**config.mk**
```make
export PLATFORM = sky130hd
export DESIGN_NAME = i2c_regfile_target_flat
export DESIGN_NICKNAME = d
export VERILOG_FILES = /design/src/rtl/i2c_regfile_target_pkg.sv /design/src/rtl/i2c_regfile_target_if.sv /design/src/rtl/i2c_regfile_target_line_filter.sv /design/src/rtl/i2c_regfile_target.sv /design/src/flat_wrapper.sv
export SDC_FILE = /design/constraint.sdc
export NUM_CORES = 1
export LEC_CHECK = 0
export ABC_AREA = 1
export CORE_ASPECT_RATIO = 0.9
export CORE_MARGIN = 2
export CORE_UTILIZATION = 55
export CTS_BUF_LIST = sky130_fd_sc_hd__clkbuf_4
export DETAILED_ROUTE_END_ITERATION = 8
export GPL_TIMING_DRIVEN = 0
export HOLD_SLACK_MARGIN = 0.1
export PLACE_DENSITY_LB_ADDON = 0.3
export SLEW_MARGIN = 10
export SYNTH_ARGS = -nofsm -noshare
export SYNTH_HDL_FRONTEND = slang
export SYNTH_SLANG_ARGS = --single-unit
```
**constraint.sdc**
```tcl
create_clock -name I_clk -period 9 [get_ports I_clk]
set_input_delay 0.9 -clock I_clk [delete_from_list [all_inputs] [get_ports I_clk]]
set_output_delay 0.9 -clock I_clk [all_outputs]
set_load 0.01 [all_outputs]
```
**src/rtl/i2c_regfile_target_pkg.sv**
```systemverilog
// Shared types and constants for the I2C register-file target.
package i2c_pkg;

    typedef enum logic [3:0] {
        IDLE,
        ADDR,
        ADDR_ACK,
        PTR,
        PTR_ACK,
        WDATA,
        WDATA_ACK,
        RDATA,
        RDATA_ACK
    } i2c_state_t;

    localparam logic ACK       = 1'b0;
    localparam logic NACK      = 1'b1;
    localparam int   BIT_CNT_W = 4;

endpackage

```
**src/rtl/i2c_regfile_target_if.sv**
```systemverilog
// I2C pin bundle: raw SCL/SDA from the board, open-drain SDA drive back out.
interface i2c_regfile_target_if;

    logic I_scl;
    logic I_sda;
    logic O_sda;
    logic OE_sda;

    modport master (output I_scl, output I_sda, input O_sda, input OE_sda);
    modport slave  (input I_scl, input I_sda, output O_sda, output OE_sda);

endinterface

```
**src/rtl/i2c_regfile_target_line_filter.sv**
```systemverilog
// Synchroniser plus glitch filter for one I2C line; emits one-clock rise/fall pulses.
module i2c_line_filter #(
    parameter int SYNC_STAGES = 2,
    parameter int FILT_LEN    = 3
) (
    input  logic I_clk,
    input  logic I_rst,
    input  logic I_pin,
    output logic O_level,
    output logic O_rise,
    output logic O_fall
);

    localparam int CW = (FILT_LEN > 1) ? $clog2(FILT_LEN) : 1;
    localparam logic [CW-1:0] CNT_LOAD = CW'(FILT_LEN - 1);

    logic [SYNC_STAGES-1:0] sync_q;
    logic [CW-1:0]          cnt_q, cnt_d;
    logic                   level_q, level_d;
    logic                   rise_q, rise_d;
    logic                   fall_q, fall_d;
    logic                   synced;

    assign synced = sync_q[SYNC_STAGES-1];

    always_ff @(posedge I_clk or posedge I_rst) begin
        if (I_rst) begin
            sync_q  <= '1;
            cnt_q   <= CNT_LOAD;
            level_q <= 1'b1;
            rise_q  <= 1'b0;
            fall_q  <= 1'b0;
        end else begin
            sync_q  <= {sync_q[SYNC_STAGES-2:0], I_pin};
            cnt_q   <= cnt_d;
            level_q <= level_d;
            rise_q  <= rise_d;
            fall_q  <= fall_d;
        end
    end

    // Down-counter reloads whenever the synced input agrees with the accepted level.
    always_comb begin
        cnt_d   = cnt_q;
        level_d = level_q;
        rise_d  = 1'b0;
        fall_d  = 1'b0;
        if (synced == level_q) begin
            cnt_d = CNT_LOAD;
        end else if (cnt_q == '0) begin
            level_d = synced;
            rise_d  = synced;
            fall_d  = ~synced;
            cnt_d   = CNT_LOAD;
        end else begin
            cnt_d = cnt_q - CW'(1);
        end
    end

    assign O_level = level_q;
    assign O_rise  = rise_q;
    assign O_fall  = fall_q;

endmodule

```
**src/rtl/i2c_regfile_target.sv**
```systemverilog
// Oversampled I2C target with a byte register file, auto-incrementing pointer and write strobe.
//  state     | meaning
//  IDLE      | not addressed, SDA released
//  ADDR      | shifting in 7-bit address + R/W
//  ADDR_ACK  | driving ACK for matched address
//  PTR       | shifting in register pointer
//  PTR_ACK   | driving ACK for valid pointer
//  WDATA     | shifting in write data byte
//  WDATA_ACK | driving ACK for committed byte
//  RDATA     | shifting out regs[ptr] MSB first
//  RDATA_ACK | sampling controller ACK/NACK
module i2c_regfile_target
    import i2c_pkg::*;
#(
    parameter int ADDR_W      = 7,
    parameter int NREGS       = 16,
    parameter int SYNC_STAGES = 2,
    parameter int FILT_LEN    = 3,
    parameter int AUTO_INC    = 1
) (
    input  logic                     I_clk,
    input  logic                     I_rst,
    i2c_regfile_target_if.slave      bus,
    input  logic [ADDR_W-1:0]        I_myaddr,
    output logic [NREGS*8-1:0]       O_regs,
    output logic                     O_wr_stb,
    output logic [$clog2(NREGS)-1:0] O_wr_idx,
    output logic                     O_busy
);

    localparam int PW = $clog2(NREGS);

    logic scl_f, scl_rise, scl_fall;
    logic sda_f, sda_rise, sda_fall;
    logic start, stop;

    i2c_line_filter #(.SYNC_STAGES(SYNC_STAGES), .FILT_LEN(FILT_LEN)) u_scl_filt (
        .I_clk  (I_clk),
        .I_rst  (I_rst),
        .I_pin  (bus.I_scl),
        .O_level(scl_f),
        .O_rise (scl_rise),
        .O_fall (scl_fall)
    );

    i2c_line_filter #(.SYNC_STAGES(SYNC_STAGES), .FILT_LEN(FILT_LEN)) u_sda_filt (
        .I_clk  (I_clk),
        .I_rst  (I_rst),
        .I_pin  (bus.I_sda),
        .O_level(sda_f),
        .O_rise (sda_rise),
        .O_fall (sda_fall)
    );

    assign start = sda_fall & scl_f;
    assign stop  = sda_rise & scl_f;

    i2c_state_t                 state_q, state_d;
    logic [BIT_CNT_W-1:0]       bits_q, bits_d;
    logic [7:0]                 shift_q, shift_d;
    logic [PW-1:0]              ptr_q, ptr_d;
    logic [NREGS-1:0][7:0]      regs_q, regs_d;
    logic                       oe_q, oe_d;
    logic                       busy_q, busy_d;
    logic                       rw_q, rw_d;
    logic                       ack_q, ack_d;
    logic [ADDR_W-1:0]          myaddr_q, myaddr_d;
    logic                       wr_stb_q, wr_stb_d;
    logic [PW-1:0]              wr_idx_q, wr_idx_d;
    logic [7:0]                 rx_byte;
    logic [PW-1:0]              ptr_inc;

    assign rx_byte = {shift_q[6:0], sda_f};
    assign ptr_inc = ptr_q + PW'(AUTO_INC);

    always_ff @(posedge I_clk or posedge I_rst) begin
        if (I_rst) begin
            state_q  <= IDLE;
            bits_q   <= '0;
            shift_q  <= '0;
            ptr_q    <= '0;
            regs_q   <= '0;
            oe_q     <= 1'b0;
            busy_q   <= 1'b0;
            rw_q     <= 1'b0;
            ack_q    <= NACK;
            myaddr_q <= '0;
            wr_stb_q <= 1'b0;
            wr_idx_q <= '0;
        end else begin
            state_q  <= state_d;
            bits_q   <= bits_d;
            shift_q  <= shift_d;
            ptr_q    <= ptr_d;
            regs_q   <= regs_d;
            oe_q     <= oe_d;
            busy_q   <= busy_d;
            rw_q     <= rw_d;
            ack_q    <= ack_d;
            myaddr_q <= myaddr_d;
            wr_stb_q <= wr_stb_d;
            wr_idx_q <= wr_idx_d;
        end
    end

    always_comb begin
        state_d  = state_q;
        bits_d   = bits_q;
        shift_d  = shift_q;
        ptr_d    = ptr_q;
        regs_d   = regs_q;
        oe_d     = oe_q;
        busy_d   = busy_q;
        rw_d     = rw_q;
        ack_d    = ack_q;
        myaddr_d = myaddr_q;
        wr_stb_d = 1'b0;
        wr_idx_d = wr_idx_q;

        if (start) begin
            state_d  = ADDR;
            bits_d   = BIT_CNT_W'(8);
            oe_d     = 1'b0;
            myaddr_d = I_myaddr;
        end else if (stop) begin
            state_d = IDLE;
            oe_d    = 1'b0;
            busy_d  = 1'b0;
        end else begin
            unique case (state_q)
                IDLE: ;
                ADDR, PTR, WDATA: begin
                    // Bytes complete on the 8th rise; ACK decisions wait for the following fall.
                    if (scl_rise && bits_q != '0) begin
                        shift_d = rx_byte;
                        bits_d  = bits_q - BIT_CNT_W'(1);
                        if (state_q == WDATA && bits_q == BIT_CNT_W'(1)) begin
                            regs_d[ptr_q] = rx_byte;
                            wr_stb_d      = 1'b1;
                            wr_idx_d      = ptr_q;
                            ptr_d         = ptr_inc;
                        end
                    end else if (scl_fall && bits_q == '0) begin
                        if (state_q == ADDR) begin
                            if (shift_q[7:1] == myaddr_q) begin
                                state_d = ADDR_ACK;
                                oe_d    = 1'b1;
                                busy_d  = 1'b1;
                                rw_d    = shift_q[0];
                            end else begin
                                state_d = IDLE;
                                busy_d  = 1'b0;
                            end
                        end else if (state_q == PTR) begin
                            if ({1'b0, shift_q} < 9'(NREGS)) begin
                                ptr_d   = shift_q[PW-1:0];
                                state_d = PTR_ACK;
                                oe_d    = 1'b1;
                            end else begin
                                state_d = IDLE;
                                busy_d  = 1'b0;
                            end
                        end else begin
                            state_d = WDATA_ACK;
                            oe_d    = 1'b1;
                        end
                    end
                end
                ADDR_ACK: begin
                    if (scl_fall) begin
                        bits_d = BIT_CNT_W'(8);
                        if (rw_q) begin
                            state_d = RDATA;
                            shift_d = regs_q[ptr_q];
                            oe_d    = ~regs_q[ptr_q][7];
                        end else begin
                            state_d = PTR;
                            oe_d    = 1'b0;
                        end
                    end
                end
                PTR_ACK, WDATA_ACK: begin
                    if (scl_fall) begin
                        state_d = WDATA;
                        bits_d  = BIT_CNT_W'(8);
                        oe_d    = 1'b0;
                    end
                end
                RDATA: begin
                    if (scl_rise && bits_q != '0) begin
                        bits_d = bits_q - BIT_CNT_W'(1);
                    end else if (scl_fall && bits_q == '0) begin
                        state_d = RDATA_ACK;
                        oe_d    = 1'b0;
                    end else if (scl_fall && bits_q != BIT_CNT_W'(8)) begin
                        shift_d = {shift_q[6:0], 1'b0};
                        oe_d    = ~shift_q[6];
                    end
                end
                RDATA_ACK: begin
                    if (scl_rise) begin
                        ack_d = sda_f;
                    end else if (scl_fall) begin
                        ptr_d = ptr_inc;
                        if (ack_q == ACK) begin
                            state_d = RDATA;
                            bits_d  = BIT_CNT_W'(8);
                            shift_d = regs_q[ptr_inc];
                            oe_d    = ~regs_q[ptr_inc][7];
                        end else begin
                            state_d = IDLE;
                            busy_d  = 1'b0;
                        end
                    end
                end
                default: state_d = IDLE;
            endcase
        end
    end

    assign bus.O_sda  = 1'b0;
    assign bus.OE_sda = oe_q;
    assign O_regs     = regs_q;
    assign O_wr_stb   = wr_stb_q;
    assign O_wr_idx   = wr_idx_q;
    assign O_busy     = busy_q;

endmodule

```
**src/flat_wrapper.sv**
```systemverilog
// flat-port wrapper written by rule: the top's interface ports become plain ports
module i2c_regfile_target_flat import i2c_pkg::*;
#(
    parameter int ADDR_W      = 7,
    parameter int NREGS       = 16,
    parameter int SYNC_STAGES = 2,
    parameter int FILT_LEN    = 3,
    parameter int AUTO_INC    = 1
)
  (I_clk, I_rst, I_myaddr, O_regs, O_wr_stb, O_wr_idx, O_busy, bus_I_scl, bus_I_sda, bus_O_sda, bus_OE_sda);
  i2c_regfile_target_if bus_i ();
  input  logic I_clk;
  input  logic I_rst;
  input  logic [ADDR_W-1:0] I_myaddr;
  output logic [NREGS*8-1:0] O_regs;
  output logic O_wr_stb;
  output logic [$clog2(NREGS)-1:0] O_wr_idx;
  output logic O_busy;
  input wire logic [$bits(bus_i.I_scl)-1:0] bus_I_scl;
  input wire logic [$bits(bus_i.I_sda)-1:0] bus_I_sda;
  output wire logic [$bits(bus_i.O_sda)-1:0] bus_O_sda;
  output wire logic [$bits(bus_i.OE_sda)-1:0] bus_OE_sda;
  assign bus_i.I_scl = bus_I_scl;
  assign bus_i.I_sda = bus_I_sda;
  assign bus_O_sda = bus_i.O_sda;
  assign bus_OE_sda = bus_i.OE_sda;
  i2c_regfile_target #(.ADDR_W(ADDR_W), .NREGS(NREGS), .SYNC_STAGES(SYNC_STAGES), .FILT_LEN(FILT_LEN), .AUTO_INC(AUTO_INC)) u_core (.I_clk(I_clk), .I_rst(I_rst), .bus(bus_i), .I_myaddr(I_myaddr), .O_regs(O_regs), .O_wr_stb(O_wr_stb), .O_wr_idx(O_wr_idx), .O_busy(O_busy));
endmodule
```
==> results of run 1 <==
placed cells by master, fill, tap and decap left out, drive strengths merged, types with 4 or more instances in the layout:
cell type,netlist,routed
a21oi,38,38
buf,39,40
clkbuf,43,61
clkdlybuf4s50,0,145
clkinv,4,7
dfrtp,169,169
dfstp,9,9
ha,11,11
inv,178,186
nand2,466,466
nand3,112,112
nand4,5,5
nor2,82,82
nor3,7,7
o211ai,67,67
o21ai,199,199
xnor2,6,6
xor2,4,4
Yosys cell counts (2+ instances only):
cell	count
nand2_1	462
nand3_2	2
nand3_1	109
xnor2_1	6
nor2_4	14
buf_2	19
o21ai_2	4
clkinv_1	3
nand4_1	5
inv_1	173
dfrtp_1	169
o211ai_1	67
buf_1	2
a21oi_1	38
o21ai_1	5
nor2_1	64
clkbuf_1	43
xor2_1	4
ha_1	11
inv_2	5
buf_4	13
nand2_4	4
o21ai_0	190
buf_6	5
nor3_1	6
nor2_8	3
dfstp_2	9
critical path, delay by kind of cell (launching register included):
kind	cells	cell delay, ps
buf+inv	5	1970
simple gates	6	700
fa+ha+maj	1	220
compound gates	1	280
flops	1	520
area by class of cell:
type / instances / area [sq um]
Clock buffer: 18 / 135
Sequential cell: 178 / 4470
Clock inverter: 14 / 141
Antenna cell: 2 / 5.00
Inverter: 182 / 692
Multi-Input combinational cell: 1002 / 4870
Fill cell: 1632 / 6010
Buffer: 82 / 418
Timing Repair Buffer: 146 / 1480
Tap cell: 245 / 307
metrics by stage:
| step | power, W | std cells | util [%] | setup WS [ps] | area (sq um) |
|---|---|---|---|---|---|
| finish | 0.00221 | 1869 | 67.6 | 5260 | 12500 |
| CTS | 0.00217 | 1867 | 67.5 | 5490 | 12500 |
| global route | 0.00230 | 1868 | 67.5 | 5190 | 12500 |
| global placement | 0.00169 | 1834 | 65.8 | 893 | 12200 |
| detailed placement | 0.00172 | 1835 | 66.0 | 5510 | 12200 |
| floorplan | 0.00143 | 1444 | - | 3280 | 10400 |
routing by layer:
| layer | vias to the layer above | share of wire (%) | GRT usage [%] |
|---|---|---|---|
| li1 | 4976 | - | - |
| met1 | 5204 | 40 | 58.6 |
| met2 | 803 | 42 | 56.9 |
| met3 | 125 | 13 | 9.93 |
| met4 | 0 | 4.9 | 19.6 |
| met5 | - | 0 | 0 |
flip-flops by register name (all words and copies together) (netlist names), 2 cells and up:
signal                    count
u_core.u_scl_filt.cnt_q       2
u_core.bits_q                 4
u_core.state_q                4
u_core.O_wr_idx               4
u_core.shift_q                8
u_core.O_regs               128
u_core.u_scl_filt.sync_q      2
u_core.u_sda_filt.cnt_q       2
u_core.myaddr_q               7
u_core.u_sda_filt.sync_q      2
u_core.ptr_q                  4
cell families (layout without fill, tap and decap cells):
logic type / Yosys count / count (layout)
other: 1 / 3
buffers and inverters: 264 / 442
and+or+nand+nor: 674 / 674
DFF: 178 / 178
adders and majority gates: 11 / 11
xor gates and xnor gates: 10 / 10
AOI/OAI and AO/OA: 306 / 306
power by group through the flow:
stage	logic, W	clock network, W	registers (W)
after floorplan	0.000534	0	0.000898
after global placement	0.000786	0	0.000907
after detailed placement	0.000811	0	0.000909
after CTS	0.000814	0.000458	0.000894
after global routing	0.000905	0.000494	0.000901
final	0.000850	0.000460	0.000895
worst min-delay path by stage:
stage / end / start / slack (ps) / depth (start not counted)
3_5_place_dp: u_core.u_scl_filt.sync_q[1] / u_core.u_scl_filt.sync_q[0] / 350 / 0
5_1_grt: u_core.u_scl_filt.sync_q[1] / u_core.u_scl_filt.sync_q[0] / 370 / 0
3_3_place_gp: u_core.u_scl_filt.sync_q[1] / u_core.u_scl_filt.sync_q[0] / 350 / 0
2_1_floorplan: u_core.u_scl_filt.sync_q[1] / u_core.u_scl_filt.sync_q[0] / 350 / 0
4_1_cts: u_core.u_scl_filt.sync_q[1] / u_core.u_scl_filt.sync_q[0] / 370 / 0
6_report: u_core.u_scl_filt.sync_q[1] / u_core.u_scl_filt.sync_q[0] / 370 / 0
==> impl_metrics.tcl, run 1 <==
set metrics [dict create \
    grt_use_total_pct 40.5 \
    endpoint "u_core.shift_q[6]" \
    nets 1631 \
    worstPathRequired_ps 9550 \
    synthAdderAreaFrac_pct 1.32 \
    root_buffer "clkbuf_4" \
    clockBufferDepth 2 \
    p_comb_share_pct 38.5 \
    hold_slack_ps 369 \
    antenna_found_initial 1 \
    io_pins 147 \
    pwr-share-seq_pct 40.6 \
    tightest_slew_ps 988 \
    finalHoldViolCount 0 \
    ys_types 36 \
    yosys.area.top_type_share_pct 40.5 \
    cp_max_fo 11 \
    dieHeight_microns 135 \
    reg2reg_slack_ps 5260 \
    p_sw_w 0.00100 \
    ir_worst_vdd_mv 0.151 \
    ys_ff_latch 178 \
    maxSlewHeadroom_pct 34.1 \
    syn2layout_area_growth_pct 19.9 \
    reg2regPathDepth 13 \
    internal_power_w 0.00120 \
    synth_top_family_by_area "simple AND/OR/NAND/NOR gates" \
    cp_cell_sequence "inv_2, buf_1, ha_1, clkbuf_1, clkbuf_1, o211ai_1, nand3_1, nand3_1, nand2_1, nand2_1, nand3_1, nand2_1, inv_1" \
    wl_per_cell_microns 21.6 \
    ys.flop_type "dfrtp_1" \
    grt_start_max_net_pins 102 \
    critPathMaxStageDelay_ps 690 \
    synth-async-reset-ratio_pct 100 \
    postCtsHoldBufs 0 \
    yosys.area_share.simple_pct 28.0 \
    syn_area_sq_mm 0.0104 \
    drt_iter0_drc 1588 \
    synth-xor-area-share_pct 0.839 \
    tritoncts "yes" \
    yosys-top-cells-area "dfrtp_1 41%, nand2_1 17%, o21ai_0 9.1%, inv_1 6.2%, nand3_1 5.2%" \
    dieWidth_microns 149 \
    path_class "reg -> reg" \
    cts_sinks 178 \
    leakagePower_nw 5.76 \
    clk_pin_slew_worst_paths_ps 170 \
    drtAntennaViolNets 0 \
    drc 0 \
    cts_resized 0 \
    synth_compound_area_share_pct 16.5 \
    grt_pass1_wl_mm 60.4 \
    core-area_sq_mm 0.0185 \
    power_density_mw_per_mm2 176 \
    min_period_ps 3740 \
    critPathArrivalTime_ps 4290 \
    slowest_stage "buf_1" \
    cp-end-kind "flip-flop" \
    rows 47 \
    tns_ps 0 \
    dr.pass1.iters 6 \
    synth_top_area_cell "dfrtp_1" \
    rsz0062_at_grt "no" \
    status "finished, final reports clean" \
    syn_inst 1444 \
    dieArea_sq_mm 0.0201 \
    grt_pass1_vias 10200 \
    yosysSeqAreaShare_pct 42.8 \
    synth_nets 1466 \
    place_hpwl_mm 30.3 \
    drive_above_1_share_pct 7.21 \
    wl_mm 40.4 \
    post_cts_buffers 0 \
    cts-htree-levels 4 \
    max_freq_mhz 268 \
    fin_worst_skew_ps 36.8 \
    muxShareOfSynthArea_pct 0 \
    overflow 0 \
    p_sw_share_pct 45.4 \
    numPortBuffers 145 \
    initial_core_util_pct 56.4 \
    p_clk_share_pct 20.9 \
    finalMaxSlewViolations 0 \
    r2r-start "u_core.ptr_q[1]" \
    crit_start "u_core.ptr_q[1]" \
    cts_buffers 17 \
    clock_latency_ps 620 \
    cap_viol_max_count 0 \
    start_kind "flip-flop" \
    hp-class "reg -> reg" \
    period_share_pct 41.5 \
    reg2reg_to "u_core.shift_q[6]" \
    vias 11100 \
    finalSetupViolations 0 \
    routabilityCongestion 1.01 \
    synth_edf_count 0 \
    yosysWarnings 0 \
    viasPerCell 5.94 \
    syn_area_per_cell_sq_um 7.23 \
]
Power figures use the tool's default switching activity.
==> inputs of run 2 (changes only) <==
Settings changed: CORE_UTILIZATION 55 to 52.
Clock period 9 ns to 3.05 ns, I/O delays scaled along.
==> run 2 against run 1 <==
- worst setup slack worse by 5200 ps
- clock power grew to 3.1 times the previous value
- sequential power rose to 2.9 times the previous value
- critical path type unchanged
- combinational power grew to 3.0 times the previous value
- final cell count grew 0.75%
- final area grew 0.94%
- die area rose by 5.6%
- worst hold slack worse by 160 ps
- utilization decreased by 4.0 points
- routed wire length grew 2.0%
==> impl_metrics.tcl, run 2 (synthesis results as in run 1) <==
set metrics [dict create \
    power_density_mw_per_mm2 521 \
    overflow 0 \
    grt_use_total_pct 38.9 \
    start_kind "flip-flop" \
    instances_no_fill 1883 \
    routabilityCongestion 0.977 \
    status "finished, final reports clean" \
    nets 1635 \
    design_power_total_w 0.00657 \
    clockBufferDepth 2 \
    drive_above_1_share_pct 7.87 \
    dieHeight_microns 138 \
    cap_viol_max_count 0 \
    place_hpwl_mm 31.1 \
    rsz0062_at_grt "no" \
    cts_sinks 178 \
    leakagePower_nw 5.83 \
    dieArea_sq_mm 0.0212 \
    clk_pin_slew_worst_paths_ps 170 \
    critPathArrivalTime_ps 3520 \
    rows 49 \
    vias 11000 \
    period_share_pct 97.5 \
    cts-htree-levels 4 \
    viasPerCell 5.83 \
    grt_pass1_wl_mm 62.4 \
    cp-end-kind "flip-flop" \
    internal_power_w 0.00358 \
    cp_max_fo 10 \
    syn2layout_area_growth_pct 21.0 \
    grt_start_max_net_pins 39 \
    drt_iter0_drc 1537 \
    tns_ps 0 \
    place_inst 1849 \
    p_comb_share_pct 38.5 \
    p_clk_share_pct 21.4 \
    p_sw_share_pct 45.6 \
    initial_core_util_pct 52.6 \
    hold_slack_ps 205 \
    dr.pass1.iters 6 \
    wl_per_cell_microns 21.9 \
    final_cell_mix "462 x nand2_1, 190 x o21ai_0, 172 x inv_1" \
    finalMaxSlewViolations 0 \
    worstPathRequired_ps 3600 \
    drc 0 \
    numPortBuffers 145 \
    grt_pass1_vias 10500 \
    tritoncts "yes" \
    path_class "reg -> reg" \
    wl_mm 41.3 \
    max_freq_mhz 336 \
    clock_latency_ps 640 \
    maxSlewHeadroom_pct 32.7 \
    cts_buffers 17 \
    tightest_slew_ps 1010 \
    hp-class "in -> reg" \
    antenna_found_initial 1 \
    io_pins 147 \
    drtAntennaViolNets 0 \
    final_common_cell "nand2_1" \
    fin_worst_skew_ps 33.9 \
    dieWidth_microns 153 \
    core-area_sq_mm 0.0199 \
    largest_reg_flops 128 \
    pwr-share-seq_pct 40.1 \
    finalHoldViolCount 0 \
    ir_worst_vdd_mv 0.418 \
    p_sw_w 0.00300 \
    finalSetupViolations 0 \
    root_buffer "clkbuf_4" \
    min_period_ps 2970 \
]
-- run 2: changes by cell type in the layout (fill, tap and decap cells not counted), sizes merged --
cell	before	now
clkinv	7	9
clkbuf	61	58
clkinvlp	3	1
inv	186	187
dlygate4sd3	0	3
buf	40	43
-- run 2: layout make-up --
| class | instances | area [sq um] |
|---|---|---|
| antenna | 2 | 5.00 |
| buffer | 79 | 417 |
| clock buffer | 17 | 128 |
| clock inverter | 15 | 155 |
| fill | 1833 | 7230 |
| inverter | 182 | 689 |
| multi-input combinational | 1002 | 4870 |
| sequential | 178 | 4470 |
| tap | 255 | 319 |
| timing repair buffer | 153 | 1580 |
-- run 2: per-layer routing --
| layer | track usage [%] | part of all wire (%) | vias to the layer above | wire (microns) |
|---|---|---|---|---|
| met5 | 0 | 0 | - | 0 |
| met1 | 56.6 | 42 | 5147 | 17300 |
| li1 | - | - | 4974 | - |
| met4 | 15.0 | 3.9 | 0 | 1630 |
| met3 | 10.9 | 12 | 117 | 5070 |
| met2 | 55.3 | 42 | 742 | 17300 |
-- run 2: stage by stage --
| step | utilization [%] | cell area (sq um) | setup WS, ps |
|---|---|---|---|
| after floorplan | - | 10400 | 472 |
| after global placement | 61.5 | 12200 | -1010 |
| after detailed placement | 62.0 | 12300 | -470 |
| after CTS | 63.6 | 12600 | 165 |
| after global routing | 63.6 | 12600 | 34.0 |
| final | 63.6 | 12600 | 75.1 |
-- run 2: repair_timing --
item,4_1_cts,5_1_grt
gates resized for setup,7,2
pin swaps,0,0
gates cloned,0,0
setup endpoints to repair,9,7
endpoints found under the hold margin,15,0
buffers inserted,0,0
hold buffers,3,0
-- run 2: path summary, 6_finish.rpt --
check | start | to | slack (ps) | cells after the start
hold / removal | I_myaddr[1] | u_core.myaddr_q[1] | 200 | 3
setup / recovery | u_core.ptr_q[1] | u_core.shift_q[2] | 80 | 10
setup reg to reg | u_core.ptr_q[1] | u_core.shift_q[2] | 80 | 10
max in group asynchronous | I_rst | u_core.ack_q | 1390 | 6
min in group asynchronous | I_rst | u_core.O_regs[53] | 550 | 3
hold reg to reg | u_core.u_sda_filt.sync_q[0] | u_core.u_sda_filt.sync_q[1] | 370 | 0
-- run 2: power groups by stage --
stage | Clock [W] | Sequential, W | Combinational [W]
final | 0.00141 | 0.00264 | 0.00253
after global routing | 0.00149 | 0.00266 | 0.00271
after CTS | 0.00142 | 0.00263 | 0.00243
after detailed placement | 0 | 0.00268 | 0.00242
after floorplan | 0 | 0.00265 | 0.00157
after global placement | 0 | 0.00267 | 0.00237
-- run 2: critical path: stages, from the launching register on --
cell and delay (ps):
dfrtp_1 520, ha_1 310, xnor2_1 660, clkbuf_1 560
nand3_1 320, nand3_1 170, nand2_1 100, nand2_1 70
nand3_1 70, nand2_1 70, inv_1 40
==> inputs of run 3 (changes only) <==
Settings changed: SETUP_SLACK_MARGIN set to 0.3, SLEW_MARGIN 10 to 20.
==> run 3 against run 2 <==
- final cell count increased by 0.27%
- die area did not move
- clock skew down 1.6 ps
- global-route usage increased by 0.13 points
- routed wire length grew 0.67%
- register-to-register slack improved by 200 ps
- final area up 1.1%
- power rose by 1.9%
- via count up 1.2%
- critical path type unchanged
- largest power group unchanged
==> impl_metrics.tcl, run 3 (synthesis results as in run 1) <==
set metrics [dict create \
    viasPerCell 5.89 \
    clock_latency_ps 620 \
    multi_input_area_sq_mm 0.00490 \
    leakagePower_nw 5.90 \
    maxSlewHeadroom_pct 33.7 \
    path_buf_inv 2 \
    cp-end-kind "flip-flop" \
    holdPathStages 3 \
    core-area_sq_mm 0.0199 \
    r2r-start "u_core.ptr_q[1]" \
    grt_pass1_wl_mm 62.7 \
    reg2regPathDepth 10 \
    numPortBuffers 145 \
    max_freq_mhz 360 \
    place_inst 1850 \
    cp_cell_sequence "ha_1, xnor2_2, clkbuf_1, nand3_1, nand3_1, nand2_1, nand2_1, nand3_1, nand2_1, inv_1" \
    power_density_mw_per_mm2 525 \
    design_power_total_w 0.00670 \
    reg2reg_slack_ps 270 \
    syn2layout_area_growth_pct 22.3 \
    vias 11100 \
    start_kind "flip-flop" \
    final_common_cell "nand2_1" \
    hp-class "in -> reg" \
    path_class "reg -> reg" \
    rsz0062_at_grt "no" \
    wl_mm 41.5 \
    nFillCells 1802 \
    tightest_slew_ps 994 \
    drive_above_1_share_pct 8.76 \
    overflow 0 \
    io_pins 147 \
    status "finished, final reports clean" \
    cp_max_fo 10 \
    cts_buffers 17 \
    wl_per_cell_microns 22.0 \
    finalMaxSlewViolations 0 \
    grt_pass1_vias 10500 \
    dr.pass1.iters 8 \
    nets 1641 \
    drc 0 \
    routabilityCongestion 0.977 \
    critPathMaxStageDelay_ps 550 \
    finalSetupViolations 0 \
    grt_use_total_pct 39.0 \
    grt_start_max_net_pins 32 \
    clockBufferDepth 2 \
    root_buffer "clkbuf_4" \
    rows 49 \
    dieHeight_microns 138 \
    instances_no_fill 1888 \
    largest_reg_flops 128 \
    period_share_pct 91.1 \
    dieArea_sq_mm 0.0212 \
    antenna_found_initial 1 \
    cap_viol_max_count 0 \
    cts-htree-levels 4 \
    min_period_ps 2780 \
    cts_sinks 178 \
    fin_worst_skew_ps 32.3 \
    ir_worst_vdd_mv 0.416 \
    reg2reg_to "u_core.shift_q[2]" \
    dieWidth_microns 153 \
    cp_top_family "simple AND/OR/NAND/NOR gates" \
    initial_core_util_pct 52.6 \
    place_hpwl_mm 31.3 \
    critPathArrivalTime_ps 3320 \
    final_cell_mix "462 x nand2_1, 190 x o21ai_0, 172 x inv_1" \
    worstPathRequired_ps 3600 \
    worstHoldStart "I_myaddr[1]" \
    seqCellArea_sq_mm 0.00447 \
    tritoncts "yes" \
    holdPathEnd "u_core.myaddr_q[1]" \
    clk_pin_slew_worst_paths_ps 180 \
    drt_iter0_drc 1328 \
    drtAntennaViolNets 0 \
    slowest_stage "clkbuf_1" \
    finalHoldViolCount 0 \
]
[run 3: changes by cell type in the layout (fill, tap and decap cells not counted), sizes merged]
cell	delta
buf	+6
inv	-2
bufinv	+1
clkinvlp	+1
diode	-1
[run 3: timing repair]
item | 4_1_cts | 5_1_grt
setup buffers | 0 | 2
setup endpoints to repair | 10 | 9
resized for setup | 17 | 12
hold buffers | 3 | 0
pin swaps | 0 | 1
endpoints found under the hold margin | 21 | 0
[run 3: worst max-delay path by stage]
stage	startpoint	to	slack, ps	depth (start not counted)
6_report	u_core.ptr_q[1]	u_core.shift_q[2]	270	10
5_1_grt	u_core.ptr_q[0]	u_core.shift_q[4]	300	11
4_1_cts	u_core.ptr_q[0]	u_core.shift_q[2]	300	14
3_5_place_dp	u_core.ptr_q[1]	u_core.shift_q[5]	-450	13
3_3_place_gp	I_rst	u_core.bits_q[1]	-1010	2
2_1_floorplan	I_rst	u_core.O_busy	470	1
[run 3: power by group]
| group | switching [W] | internal (W) | total (W) | leakage (nW) |
|---|---|---|---|---|
| logic | 0.00189 | 0.000703 | 0.00259 | 3.30 |
| clock network | 0.00101 | 0.000461 | 0.00147 | 0.166 |
| registers | 0.000113 | 0.00253 | 0.00264 | 2.43 |
| total | 0.00301 | 0.00369 | 0.00670 | 5.90 |
[run 3: per-stage QoR]
stage	hold WS (ps)	setup TNS (ps)	instance area (sq um)	setup WS [ps]	util, %
2_1_floorplan	309	0	10400	472	-
3_3_place_gp	346	-173110	12200	-1010	61.5
3_5_place_dp	353	-3290	12300	-447	62.2
4_1_cts	209	0	12700	298	64.1
5_1_grt	223	0	12800	301	64.3
6_report	218	0	12800	271	64.3
[run 3: worst min-delay path, cell delays in order]
cell and delay, ps:
clkdlybuf4s50_1 400, nand2_1 60, nand2_1 40
[run 3: metal layers]
layer / up-vias / part of all wire, % / GRT usage [%]
li1: 4996 / - / -
met1: 5243 / 42 / 57.7
met2: 771 / 42 / 56.0
met3: 101 / 12 / 9.44
met4: 0 / 3.5 / 14.1
met5: - / 0 / 0
[run 3: cell type report]
type | count | area share [%]
flip-flops and latches | 178 | 35.0
well taps | 255 | 2.50
clock buffers | 17 | 0.999
clock inverters | 15 | 1.41
plain buffers | 82 | 3.48
repair buffers | 156 | 12.8
diodes | 1 | 0.0196
multi-input cells | 1002 | 38.4
inverters | 182 | 5.44
